<file path="src/rtl/aes_spi_sync.sv">
// aes_spi_sync: clk-domain SPI front end that deserialises key/plaintext and serialises cyphertext
module aes_spi_sync #(
  parameter int SYNC_STAGES = 2,
  parameter int BLOCK_W     = 128
) (
  input  logic               clk,
  input  logic               reset_n,
  input  logic               sck,
  input  logic               sdi,
  input  logic               load,
  output logic               sdo,
  output logic [BLOCK_W-1:0] key,
  output logic [BLOCK_W-1:0] plaintext,
  output logic               start,
  input  logic               core_done,
  input  logic [BLOCK_W-1:0] cyphertext,
  output logic               done,
  output logic               frame_err,
  output logic [1:0]         state_dbg
);
  localparam int FRAME = 2 * BLOCK_W;
  localparam int CW    = $clog2(FRAME + 1);

  typedef enum logic [1:0] {IDLE, SHIFT_IN, WAIT_CORE, READY} state_t;

  state_t             state;
  logic [SYNC_STAGES:0]   sck_s, load_s;
  logic [SYNC_STAGES-1:0] sdi_s;
  logic [FRAME-1:0]   shift_in, shift_nxt;
  logic [CW-1:0]      cnt, cnt_nxt;
  logic [BLOCK_W-1:0] out_reg;
  logic               arm;
  logic               sck_rise, sck_fall, load_rise, load_fall, full;

  // pin synchronisers; the top bit of sck/load chains is the edge-detect history
  always_ff @(posedge clk or negedge reset_n)
    if (!reset_n) begin
      sck_s  <= '0;
      load_s <= '0;
      sdi_s  <= '0;
    end else begin
      sck_s  <= {sck_s[SYNC_STAGES-1:0], sck};
      load_s <= {load_s[SYNC_STAGES-1:0], load};
      sdi_s  <= {sdi_s[SYNC_STAGES-2:0], sdi};
    end

  assign sck_rise  = sck_s[SYNC_STAGES-1] & ~sck_s[SYNC_STAGES];
  assign sck_fall  = ~sck_s[SYNC_STAGES-1] & sck_s[SYNC_STAGES];
  assign load_rise = load_s[SYNC_STAGES-1] & ~load_s[SYNC_STAGES];
  assign load_fall = ~load_s[SYNC_STAGES-1] & load_s[SYNC_STAGES];
  assign full      = cnt == CW'(FRAME);

  // next shift/count so a bit arriving with the load fall is counted before the frame check
  always_comb begin
    shift_nxt = (sck_rise && !full) ? {shift_in[FRAME-2:0], sdi_s[SYNC_STAGES-1]} : shift_in;
    cnt_nxt   = (sck_rise && !full) ? cnt + CW'(1) : cnt;
  end

  // control FSM; start trails the latch by one clk via arm
  always_ff @(posedge clk or negedge reset_n)
    if (!reset_n) begin
      state     <= IDLE;
      shift_in  <= '0;
      cnt       <= '0;
      out_reg   <= '0;
      key       <= '0;
      plaintext <= '0;
      arm       <= 1'b0;
      start     <= 1'b0;
      done      <= 1'b0;
      frame_err <= 1'b0;
    end else begin
      start <= arm;
      arm   <= 1'b0;
      case (state)
        IDLE:
          if (load_rise) begin
            cnt       <= '0;
            frame_err <= 1'b0;
            state     <= SHIFT_IN;
          end
        SHIFT_IN: begin
          shift_in <= shift_nxt;
          cnt      <= cnt_nxt;
          if (load_fall) begin
            if (cnt_nxt == CW'(FRAME)) begin
              key       <= shift_nxt[BLOCK_W-1:0];
              plaintext <= shift_nxt[FRAME-1:BLOCK_W];
              arm       <= 1'b1;
              state     <= WAIT_CORE;
            end else begin
              frame_err <= 1'b1;
              state     <= IDLE;
            end
          end
        end
        WAIT_CORE:
          if (load_rise) begin
            cnt   <= '0;
            state <= SHIFT_IN;
          end else if (core_done) begin
            out_reg <= cyphertext;
            done    <= 1'b1;
            state   <= READY;
          end
        READY:
          if (load_rise) begin
            done  <= 1'b0;
            cnt   <= '0;
            state <= SHIFT_IN;
          end else if (sck_fall) out_reg <= {out_reg[BLOCK_W-2:0], 1'b0};
      endcase
    end

  assign sdo       = (state == READY) ? out_reg[BLOCK_W-1] : 1'b0;
  assign state_dbg = state;
endmodule

</file>
<file path="config.mk">
export PLATFORM = sky130hd
export DESIGN_NAME = aes_spi_sync
export DESIGN_NICKNAME = d
export VERILOG_FILES = /design/src/rtl/aes_spi_sync.sv
export SDC_FILE = /design/constraint.sdc
export NUM_CORES = 1
export LEC_CHECK = 0
export BUFFER_PORTS_ARGS = -buffer_cell sky130_fd_sc_hd__buf_2
export CAP_MARGIN = 40
export CELL_PAD_IN_SITES_DETAIL_PLACEMENT = 1
export CELL_PAD_IN_SITES_GLOBAL_PLACEMENT = 2
export CORE_MARGIN = 3
export CORE_UTILIZATION = 40
export CTS_BUF_LIST = sky130_fd_sc_hd__clkbuf_16
export CTS_CLUSTER_DIAMETER = 40
export DETAILED_ROUTE_END_ITERATION = 8
export PLACE_DENSITY = 0.88
export SETUP_SLACK_MARGIN = 0.15
export SLEW_MARGIN = 20
export SYNTH_ARGS = -nofsm -noshare
export SYNTH_HDL_FRONTEND = slang
export SYNTH_SLANG_ARGS = --single-unit
</file>
<file path="constraint.sdc">
create_clock -name clk -period 3.6 [get_ports clk]
set_input_delay 0.36 -clock clk [delete_from_list [all_inputs] [get_ports clk]]
set_output_delay 0.36 -clock clk [all_outputs]
set_load 0.05 [all_outputs]
</file>
### After elaboration in Yosys (flattened, before gate mapping)

Cells that the tools add are included.

* flip-flop bits (word level): 663
* word-level logic and storage cells: 76
* output and inout bits: 262

* eq/ne operators: 16
* bitwise operators: 8
* add/subtract/negate cells: 1
* reduce and logical (&&, ||, !) cells: 12
* muxes and demuxes: 26

Operators by type and width (count)
* 2-to-1 mux 128 bit: 4
* 2-to-1 mux 256 bit: 1
* one-hot mux 128 bit (2 select lines): 1
* equality test 9 bit, second input constant: 2
* 2-to-1 mux 9 bit: 2
* one-hot mux 9 bit (2 select lines): 1
* != test 2 bit, second input constant: 8
* 2-to-1 mux 2 bit: 5
* adder 9 x 1 -> 9 bit, second input constant: 1
* 2-to-1 mux 1 bit: 9
* AND reduction 4 bit: 2
* one-hot mux 2 bit (3 select lines): 1
* AND reduction 3 bit: 2
* AND reduction 5 bit: 1
* AND 1 bit: 4
* equality test 2 bit, second input constant: 2
* != test 2 x 1 -> 1 bit, second input constant: 2
* NOT 1 bit: 4
* one-hot mux 1 bit (2 select lines): 2
* nonzero test 2 bit: 2
* != test 3 bit, second input constant: 1
* OR reduction 3 bit: 1
* equality test 2 x 1 -> 1 bit, second input constant: 1
* zero test 2 bit: 1
* 3 further kinds: 3

### Logic depth before layout (Yosys ltp)

Gate-level depths: netlist of the first run.

* depth in word-level cells: 8
* gate-level depth with buffers: 10

### Least setup slack after synthesis of the first run

Ideal clock, no wire load.

* kind: register to output
* start point: register state[0], in the netlist state_dbg[0]
* end point: output port sdo
* setup slack: 0.992 ns
* path buffers: 3
* cell stages (with the launch flop): 6
* arrival time: 2.248 ns
* path through: dfrtp_1 > ha_1 > clkbuf_1 > clkbuf_1 > clkbuf_1 > and2_1

* longest elaborated chain between the ends: 2

Ends and longest elaborated chain
* from (decl): line 26 `state_t state;`
* from (signal assigned): line 62 `state <= IDLE;`
* from (signal assigned): line 80 `state <= SHIFT_IN;`
* from (signal assigned): line 90 `state <= WAIT_CORE;`
* equality test 2 bit: line 115 `assign sdo = (state == READY) ? out_reg[BLOCK_W-1] : 1'b0;`
* 2-to-1 mux 1 bit: line 115
* to (decl): line 11 `output logic sdo,`

No other way between the ends.

### Final worst setup path of the first run

* start point: register cnt[0]
* end point: register key[87]

* longest elaborated chain between the ends: 6
* elaborated cells on any way between the ends: 8
* classes of those cells: add/sub: 1; eq/ne: 2; mux: 2; reduce/logical: 3

Ends and longest elaborated chain
* from (decl): line 30 `logic [CW-1:0] cnt, cnt_nxt;`
* from (signal assigned): line 84 `cnt <= cnt_nxt;`
* branches (longest 6 deep; another with adder 9 x 1 -> 9 bit)
* to (signal assigned): line 87 `key <= shift_nxt[BLOCK_W-1:0];`
* to (decl): line 12 `output logic [BLOCK_W-1:0] key,`

Parallel ways; which one is timed is not known.
A chain may end at the register's enable or synchronous reset.

==> results.toml, run 1 <==
[layout]
final_cell_mix = "dfrtp_1, mux2_2, buf_2, mux2_1, a21oi_1"
nets = 2674
finalNonFillerCells = 3576
top_register = "shift_in"
nFillCells = 7129
synthToLayoutAreaGrowth_pct = 26.16
final_cell_area_mm2 = 0.03663
drive_gt1_share_pct = 43.56
largest_reg_flops = 256
final_common_cell = "dfrtp_1"

[global_route]
gr-total-overflow = 0
grt_pass1_vias = 20710
grt_pass1_wl_um = 116300
antenna_found_initial = 7
track_usage_pct = 19.18
grt_start_max_net_pins = 131

[run]
drv_cap = 0

[place]
dpl.cell_count = 3301
dp_hpwl_um = 45940
io_buffers = 395
gp_congestion = 0.8183
placed_area_mm2 = 0.03204

[cts]
cts_setup_buffers = 0
cts_htree_levels = 3
clk_pin_slew_ps = 60
cts-buffers-inserted = 107
clk_root_buffer_cell = "clkbuf_16"
cts_hold_buffers = 74
insertion_delay_ps = 660
cts_resized = 0
ctsLongestPathBuffers = 3
clock_sinks = 663
cts_tree = "built"

[timing]
finalSetupViolations = 0
hold_viol_final = 0
period_needed_ps = 3127
tightest_slew_ps = 931.8
fin_skew_ps = 34.80
holdWs_ps = 38.24
max_freq_ghz = 0.3198
rsz0062_at_grt = "no"
drv_slew = 0
finalCritPeriodShare_pct = 86.85
relSlewSlack_pct = 37.88
tns_ps = 0

[synth]
ys_seq_elements = 663
synth_edf_count = 0
syn_area_mm2 = 0.02904
synth_cell_types = 45
syn_avg_cell_area_um2 = 14.12
syn_inst = 2057
synth-async-reset-ratio_pct = 100.0
seq_area_frac_synth_pct = 57.14
syn_nets = 2197
synth_ff_type = "dfrtp_1"
ys_warn_count = 0

[hold_path]
hold_start = "cyphertext[97]"
holdCritPathClass = "in2reg"
holdPathEnd = "out_reg[97]"
min_path_cells = 3

[critical_path]
critPathArrivalTime_ps = 3650
crit_start = "cnt[0]"
worstSetupPathType = "reg2reg"
rrSetupSlack_ps = 470
r2r_cells = 9
endpoint_kind = "flip-flop"
crit_fanout = 51
r2r_start = "cnt[0]"
worst_r2r_endpoint = "key[87]"
cp.required_ps = 4120
cp-start-kind = "flip-flop"

[drt]
drt-wirelength-per-cell_um = 20.42
drt_wl_total_um = 73030
detail-route-antenna-nets = 0
drt_drc_violations_left = 0
vias = 18290
firstDrtPassIters = 4
drtIter0Drc = 712
drt-vias-per-instance = 5.115

[floorplan]
rows = 98
fp.dieH_um = 275.4
die_w_um = 275.4
io_pins = 396
initial_utilization_pct = 40.48
coreArea_mm2 = 0.07173
dieArea_mm2 = 0.07586

[pwr]
p_leak_nw = 18.92
p_per_area_mw_per_mm2 = 645.9
total_power_w = 0.02366
vdd_drop_max_mv = 0.7681

[status]
status = "finished clean"
[how the worst max path moves through the flow]
stage	end	slack [ps]	depth (start not counted)
floorplan	sdo	990	5
global placement	plaintext[46]	570	9
detailed placement	plaintext[69]	470	9
CTS	key[103]	460	9
global route	plaintext[77]	230	9
finish	key[87]	470	9
[metrics by stage]
step                setup WS [ps]  util [%]
floorplan                   991.5         -
global placement            571.4     44.67
detailed placement          473.6     44.67
CTS                         456.6     51.06
global route                230.4     51.06
finish                      473.2     51.07
[logic make-up after synthesis]
group,after synthesis,share of synthesized area [%]
and+or+nand+nor,180,2.650
buffers and inverters,142,2.590
DFF,663,57.14
muxes,897,34.24
xor gates and xnor gates,2,0.06034
adders and majority gates,6,0.2585
AOI/OAI and AO/OA,167,3.060
[power breakdown]
group | total [W] | switching (W) | leakage [nW] | internal, W
clock network | 0.0109 | 0.00382 | 1.87 | 0.00706
logic | 0.00399 | 0.00233 | 8.22 | 0.00165
registers | 0.00879 | 0.000513 | 8.84 | 0.00828
[worst max-delay path, cell delays in order (launching register included)]
cell     delay [ps]
dfrtp_1         420
ha_1            360
and3_1          290
nand4_1         140
xnor2_1         180
nand2_1         160
nor4b_4         440
buf_12          290
buf_12          320
mux2_1          370
[per-layer routing]
metal  vias to the layer above  track usage, %  wire length, um
li1                       8332               -                -
met1                      9406           22.89            29510
met2                       411           32.70            36290
met3                       134           6.832             5400
met4                        10           5.392             1769
met5                         -               0               64
[final cells by class]
type | count | area, um2 | share of cell area [%]
inverters | 9 | 33.78 | 0.09222
clock inverters | 90 | 1116 | 3.047
well taps | 950 | 1189 | 3.245
flip-flops and latches | 663 | 16590 | 45.29
repair buffers | 501 | 3231 | 8.819
multi-input cells | 1252 | 11740 | 32.05
clock buffers | 109 | 2728 | 7.446
diodes | 2 | 5.005 | 0.01366
[synth_stat cells, types with 5 or more instances]
cell | n | area share (%)
inv_1 | 8 | 0.10
ha_1 | 6 | 0.26
mux2_2 | 530 | 21
a21oi_1 | 137 | 2.4
clkbuf_1 | 69 | 0.89
mux2_1 | 240 | 9.3
nand2_1 | 13 | 0.17
nand3_1 | 8 | 0.14
buf_4 | 5 | 0.13
and2_1 | 5 | 0.11
buf_1 | 9 | 0.12
dfrtp_1 | 663 | 57
nor2_1 | 134 | 1.7
mux2i_1 | 127 | 4.4
buf_2 | 28 | 0.48
o21ai_0 | 11 | 0.19
buf_6 | 22 | 0.85
(Power assumes the default switching activity.)
==> run 2, diff against run 1 <==
- CAP_MARGIN: 40 -> 20
- PLACE_DENSITY: 0.88 -> default
- PLACE_DENSITY_LB_ADDON: default -> 0.1
- SETUP_SLACK_MARGIN: 0.15 -> 0.05
==> run 2 against run 1 <==
Total power fell by 2.2%. Sequential share of layout area rose by 0.19 points. Fmax fell by 4.6%. Largest cell class unchanged. Critical endpoint is now sdo. Largest power group unchanged. Clock power fell by 4%. Final cell count barely moved.
==> results.toml, run 2 (synthesis gave the netlist of run 1 again) <==
[status]
status = "finished clean"

[global_route]
grt_pass1_wl_um = 109600
gr-total-overflow = 0
grt_pass1_vias = 19680
grt_start_max_net_pins = 145
track_usage_pct = 18.10
antenna_found_initial = 10

[place]
gp_congestion = 0.7570
dp_hpwl_um = 44910
placed_area_mm2 = 0.03214
io_buffers = 395

[timing]
max_freq_ghz = 0.3051
relSlewSlack_pct = 39.41
hold_viol_final = 0
tns_ps = 0
drv_slew = 0
fin_skew_ps = 22.78
tightest_slew_ps = 908.9
rsz0062_at_grt = "no"
finalSetupViolations = 0
finalCritPeriodShare_pct = 91.03
period_needed_ps = 3277

[critical_path]
cp_cell_sequence = "ha_4, buf_12, and2_1, buf_2"
critPathArrivalTime_ps = 2920
crit_start = "state_dbg[0]"
r2r_cells = 7
worst_r2r_endpoint = "key[99]"
endpoint_kind = "primary output"
crit_path_top_delay_cell = "ha_4"
cp.required_ps = 3240
rrSetupSlack_ps = 500
endpoint = "sdo"
cp-start-kind = "flip-flop"
crit_fanout = 92
worstSetupPathType = "reg2out"
r2r_start = "cnt[5]"
critPathMaxStageDelay_ps = 690

[hold_path]
holdCritPathClass = "in2reg"
hold_start = "cyphertext[4]"
min_path_cells = 3

[drt]
drt_drc_violations_left = 0
vias = 17950
drt-vias-per-instance = 5.018
drt-wirelength-per-cell_um = 19.26
drtIter0Drc = 681
detail-route-antenna-nets = 0
drt_wl_total_um = 68890
firstDrtPassIters = 4

[layout]
nFillCells = 7224
utilization_pct = 50.85
final_common_cell = "dfrtp_1"
largest_reg_flops = 256
synthToLayoutAreaGrowth_pct = 25.64
drive_gt1_share_pct = 44.04
nets = 2670
final_cell_mix = "dfrtp_1, mux2_2, buf_2, mux2_1, a21oi_1"
top_register = "shift_in"
final_cell_area_mm2 = 0.03648

[run]
drv_cap = 0

[pwr]
switching_share_pct = 28.51
p_per_area_mw_per_mm2 = 634.5
p_leak_nw = 18.85
vdd_drop_max_mv = 0.4866
power_frac_seq_pct = 37.8
power_switching_w = 0.006598
clock_power_share_pct = 45.3
p_int_w = 0.01655
combPwrFrac_pct = 16.9

[cts]
cts_tree = "built"
clk_root_buffer_cell = "clkbuf_16"
cts_resized = 0
cts_setup_buffers = 0
cts-buffers-inserted = 109
cts_htree_levels = 3
clock_sinks = 663
clk_pin_slew_ps = 50
insertion_delay_ps = 630
ctsLongestPathBuffers = 3
cts_hold_buffers = 60

[floorplan]
io_pins = 396
die_w_um = 275.4
coreArea_mm2 = 0.07173
initial_utilization_pct = 40.48
dieArea_mm2 = 0.07586
fp.dieH_um = 275.4
rows = 98
-- run 2: area by class of cell --
type	instances	area, um2	share of cell area (%)
well taps	950	1189	3.258
clock buffers	111	2778	7.614
flip-flops and latches	663	16590	45.48
inverters	9	33.78	0.09261
diodes	2	5.005	0.01372
repair buffers	495	3188	8.740
clock inverters	95	955.9	2.620
multi-input cells	1252	11740	32.18
-- run 2: power by group through the flow --
stage	clock (W)	combinational (W)	sequential [W]
floorplan	0	0.00285	0.00878
global placement	0	0.00375	0.00882
detailed placement	0	0.00390	0.00886
CTS	0.0108	0.00399	0.00875
global route	0.0112	0.00440	0.00885
finish	0.0105	0.00391	0.00875
-- run 2: worst min-delay path by stage --
stage	to
floorplan	arm
global placement	sdi_s[1]
detailed placement	load_s[1]
CTS	out_reg[122]
global route	out_reg[15]
finish	out_reg[4]
-- run 2: per-stage QoR --
step / instances / power (W) / setup slack (ps) / hold slack, ps
global placement: 3309 / 0.01258 / 550.4 / 334.8
global route: 3577 / 0.02444 / 164.8 / 16.93
finish: 3577 / 0.02315 / 322.9 / 41.59
detailed placement: 3309 / 0.01276 / 468.9 / 337.0
CTS: 3575 / 0.02353 / 195.1 / 0.2215
floorplan: 2057 / 0.01163 / 991.5 / 64.41
-- run 2: layer usage --
layer	vias up	global-route usage, %	share of wire [%]
met1	9148	22.81	42
met4	10	5.086	2.1
met3	109	5.668	6.4
li1	8349	-	-
met2	335	30.06	49
met5	-	0	0.12
-- run 2: critical path, delay by kind of cell, from the launching register on --
family	cells	cell delay (ps)
buffers and inverters	2	780
adder cells (fa/ha/maj)	1	690
AND/OR/NAND/NOR	1	220
flip-flops	1	500
==> run 3, diff against run 2 <==
==> constraint.sdc (replaced) <==
create_clock -name clk -period 3.6 [get_ports clk]
set_input_delay 0.72 -clock clk [delete_from_list [all_inputs] [get_ports clk]]
set_output_delay 0.72 -clock clk [all_outputs]
set_load 0.05 [all_outputs]
==> run 3 against run 2 <==
Via count decreased by 0.17%. Critical endpoint is now plaintext[10]. Register-to-register slack improved by 50 ps. Hold slack improved by 15 ps. Wire length increased by 0.59%. Core utilization about the same. Largest power group unchanged. Total power increased by 5.4%. Count of clock-buffer cells in the layout increased by 10. Combinational power decreased by 2%. Sequential power about the same. Final cell count decreased by 0.78%. Worst setup slack improved by 230 ps. Fmax increased by 7.5%.
==> results.toml, run 3 (synthesis gave the netlist of run 1 again) <==
[status]
status = "finished clean"

[drt]
top_layer_used = "met5"
drtIter0Drc = 677
drt-wirelength-per-cell_um = 19.53
firstDrtPassIters = 4
wl_met1_um = 29230
wl_met3_um = 4833
drt_wl_total_um = 69300
drt-vias-per-instance = 5.050
detail-route-antenna-nets = 0
drt_drc_violations_left = 0
wl_met2_um = 33540
vias = 17920

[timing]
finalSetupViolations = 0
drv_slew = 0
tightest_slew_ps = 1046
max_freq_ghz = 0.3280
relSlewSlack_pct = 30.25
fin_ws_ps = 551.5
fin_skew_ps = 26.46
finalCritPeriodShare_pct = 84.68
tns_ps = 0
hold_viol_final = 0
period_needed_ps = 3048
rsz0062_at_grt = "no"

[global_route]
gr-total-overflow = 0
track_usage_pct = 18.16
grt_pass1_wl_um = 110100
grt_start_max_net_pins = 150
antenna_found_initial = 16
grt_pass1_vias = 19500

[cts]
cts_hold_buffers = 0
clk_root_buffer_cell = "clkbuf_16"
insertion_delay_ps = 660
cts-buffers-inserted = 120
cts_resized = 0
cts_setup_buffers = 0
cts_htree_levels = 3
cts_tree = "built"
ctsLongestPathBuffers = 3
clock_sinks = 663
clk_pin_slew_ps = 50

[critical_path]
crit_fanout = 38
cp.required_ps = 4120
endpoint_kind = "flip-flop"
r2r_start = "cnt[0]"
worstSetupPathType = "reg2reg"
crit_start = "cnt[0]"
r2r_cells = 9
critPathArrivalTime_ps = 3570
cp-start-kind = "flip-flop"

[layout]
final_common_cell = "dfrtp_1"
synthToLayoutAreaGrowth_pct = 25.69
drive_gt1_share_pct = 45.08
final_cell_mix = "dfrtp_1, mux2_2, buf_2, mux2_1, a21oi_1"
nFillCells = 7192
largest_reg_flops = 256
top_register = "shift_in"
nets = 2629

[floorplan]
rows = 98
dieArea_mm2 = 0.07586
fp.dieH_um = 275.4
die_w_um = 275.4
io_pins = 396
initial_utilization_pct = 40.48
coreArea_mm2 = 0.07173

[run]
drv_cap = 0

[place]
gp_congestion = 0.7688
io_buffers = 395
dp_hpwl_um = 45640
place_ws_ps = 488.3

[pwr]
total_power_w = 0.02438
p_leak_nw = 18.95
vdd_drop_max_mv = 0.4711
p_per_area_mw_per_mm2 = 668.2

[hold_path]
holdCritPathClass = "in2async"
==> run 3: critical path: stages (launching register included) <==
cell	delay, ps
dfrtp_1	410
ha_1	320
and3_1	270
nand4_1	130
xnor2_1	170
nand2_1	150
nor4b_4	490
buf_12	290
buf_4	300
mux2_1	350
==> run 3: final timing paths <==
path                            endpoint  slack [ps]
min                        shift_in[227]          60
max in group asynchronous         key[1]        2500
min in group clk                sdi_s[0]         180
max reg2reg                plaintext[10]         550
max                        plaintext[10]         550
min reg2reg                    load_s[1]         350
==> run 3: metal layers <==
metal	track usage, %	vias up
met5	0	-
met4	5.642	16
met3	5.668	122
met2	29.85	374
met1	22.96	9158
li1	-	8251
==> run 3: power breakdown <==
group | switching (W) | total [W] | leakage, nW | internal [W]
Combinational | 0.00224 | 0.00384 | 8.01 | 0.00160
Clock | 0.00391 | 0.0118 | 2.11 | 0.00788
Sequential | 0.000464 | 0.00875 | 8.84 | 0.00828
Total | 0.00662 | 0.0244 | 18.9 | 0.0178
==> run 3: area by class of cell <==
type	instances	area (um2)	share of cell area (%)
clock buffer	121	3028	8.297
antenna	6	15.01	0.04114
tap	950	1189	3.257
inverter	9	33.78	0.09257
sequential	663	16590	45.46
timing repair buffer	443	2660	7.289
clock inverter	105	1239	3.394
multi-input combinational	1252	11740	32.17
==> run 3: per-stage QoR <==
step / instance area [um2] / cells / hold slack [ps] / utilization (%)
after floorplan: 29040 / 2057 / 331.2 / -
after global placement: 32210 / 3317 / 332.6 / 44.91
after detailed placement: 32210 / 3317 / 337.9 / 44.91
after CTS: 36480 / 3543 / 51.44 / 50.85
after global routing: 36490 / 3547 / 81.39 / 50.87
final: 36490 / 3549 / 56.82 / 50.88
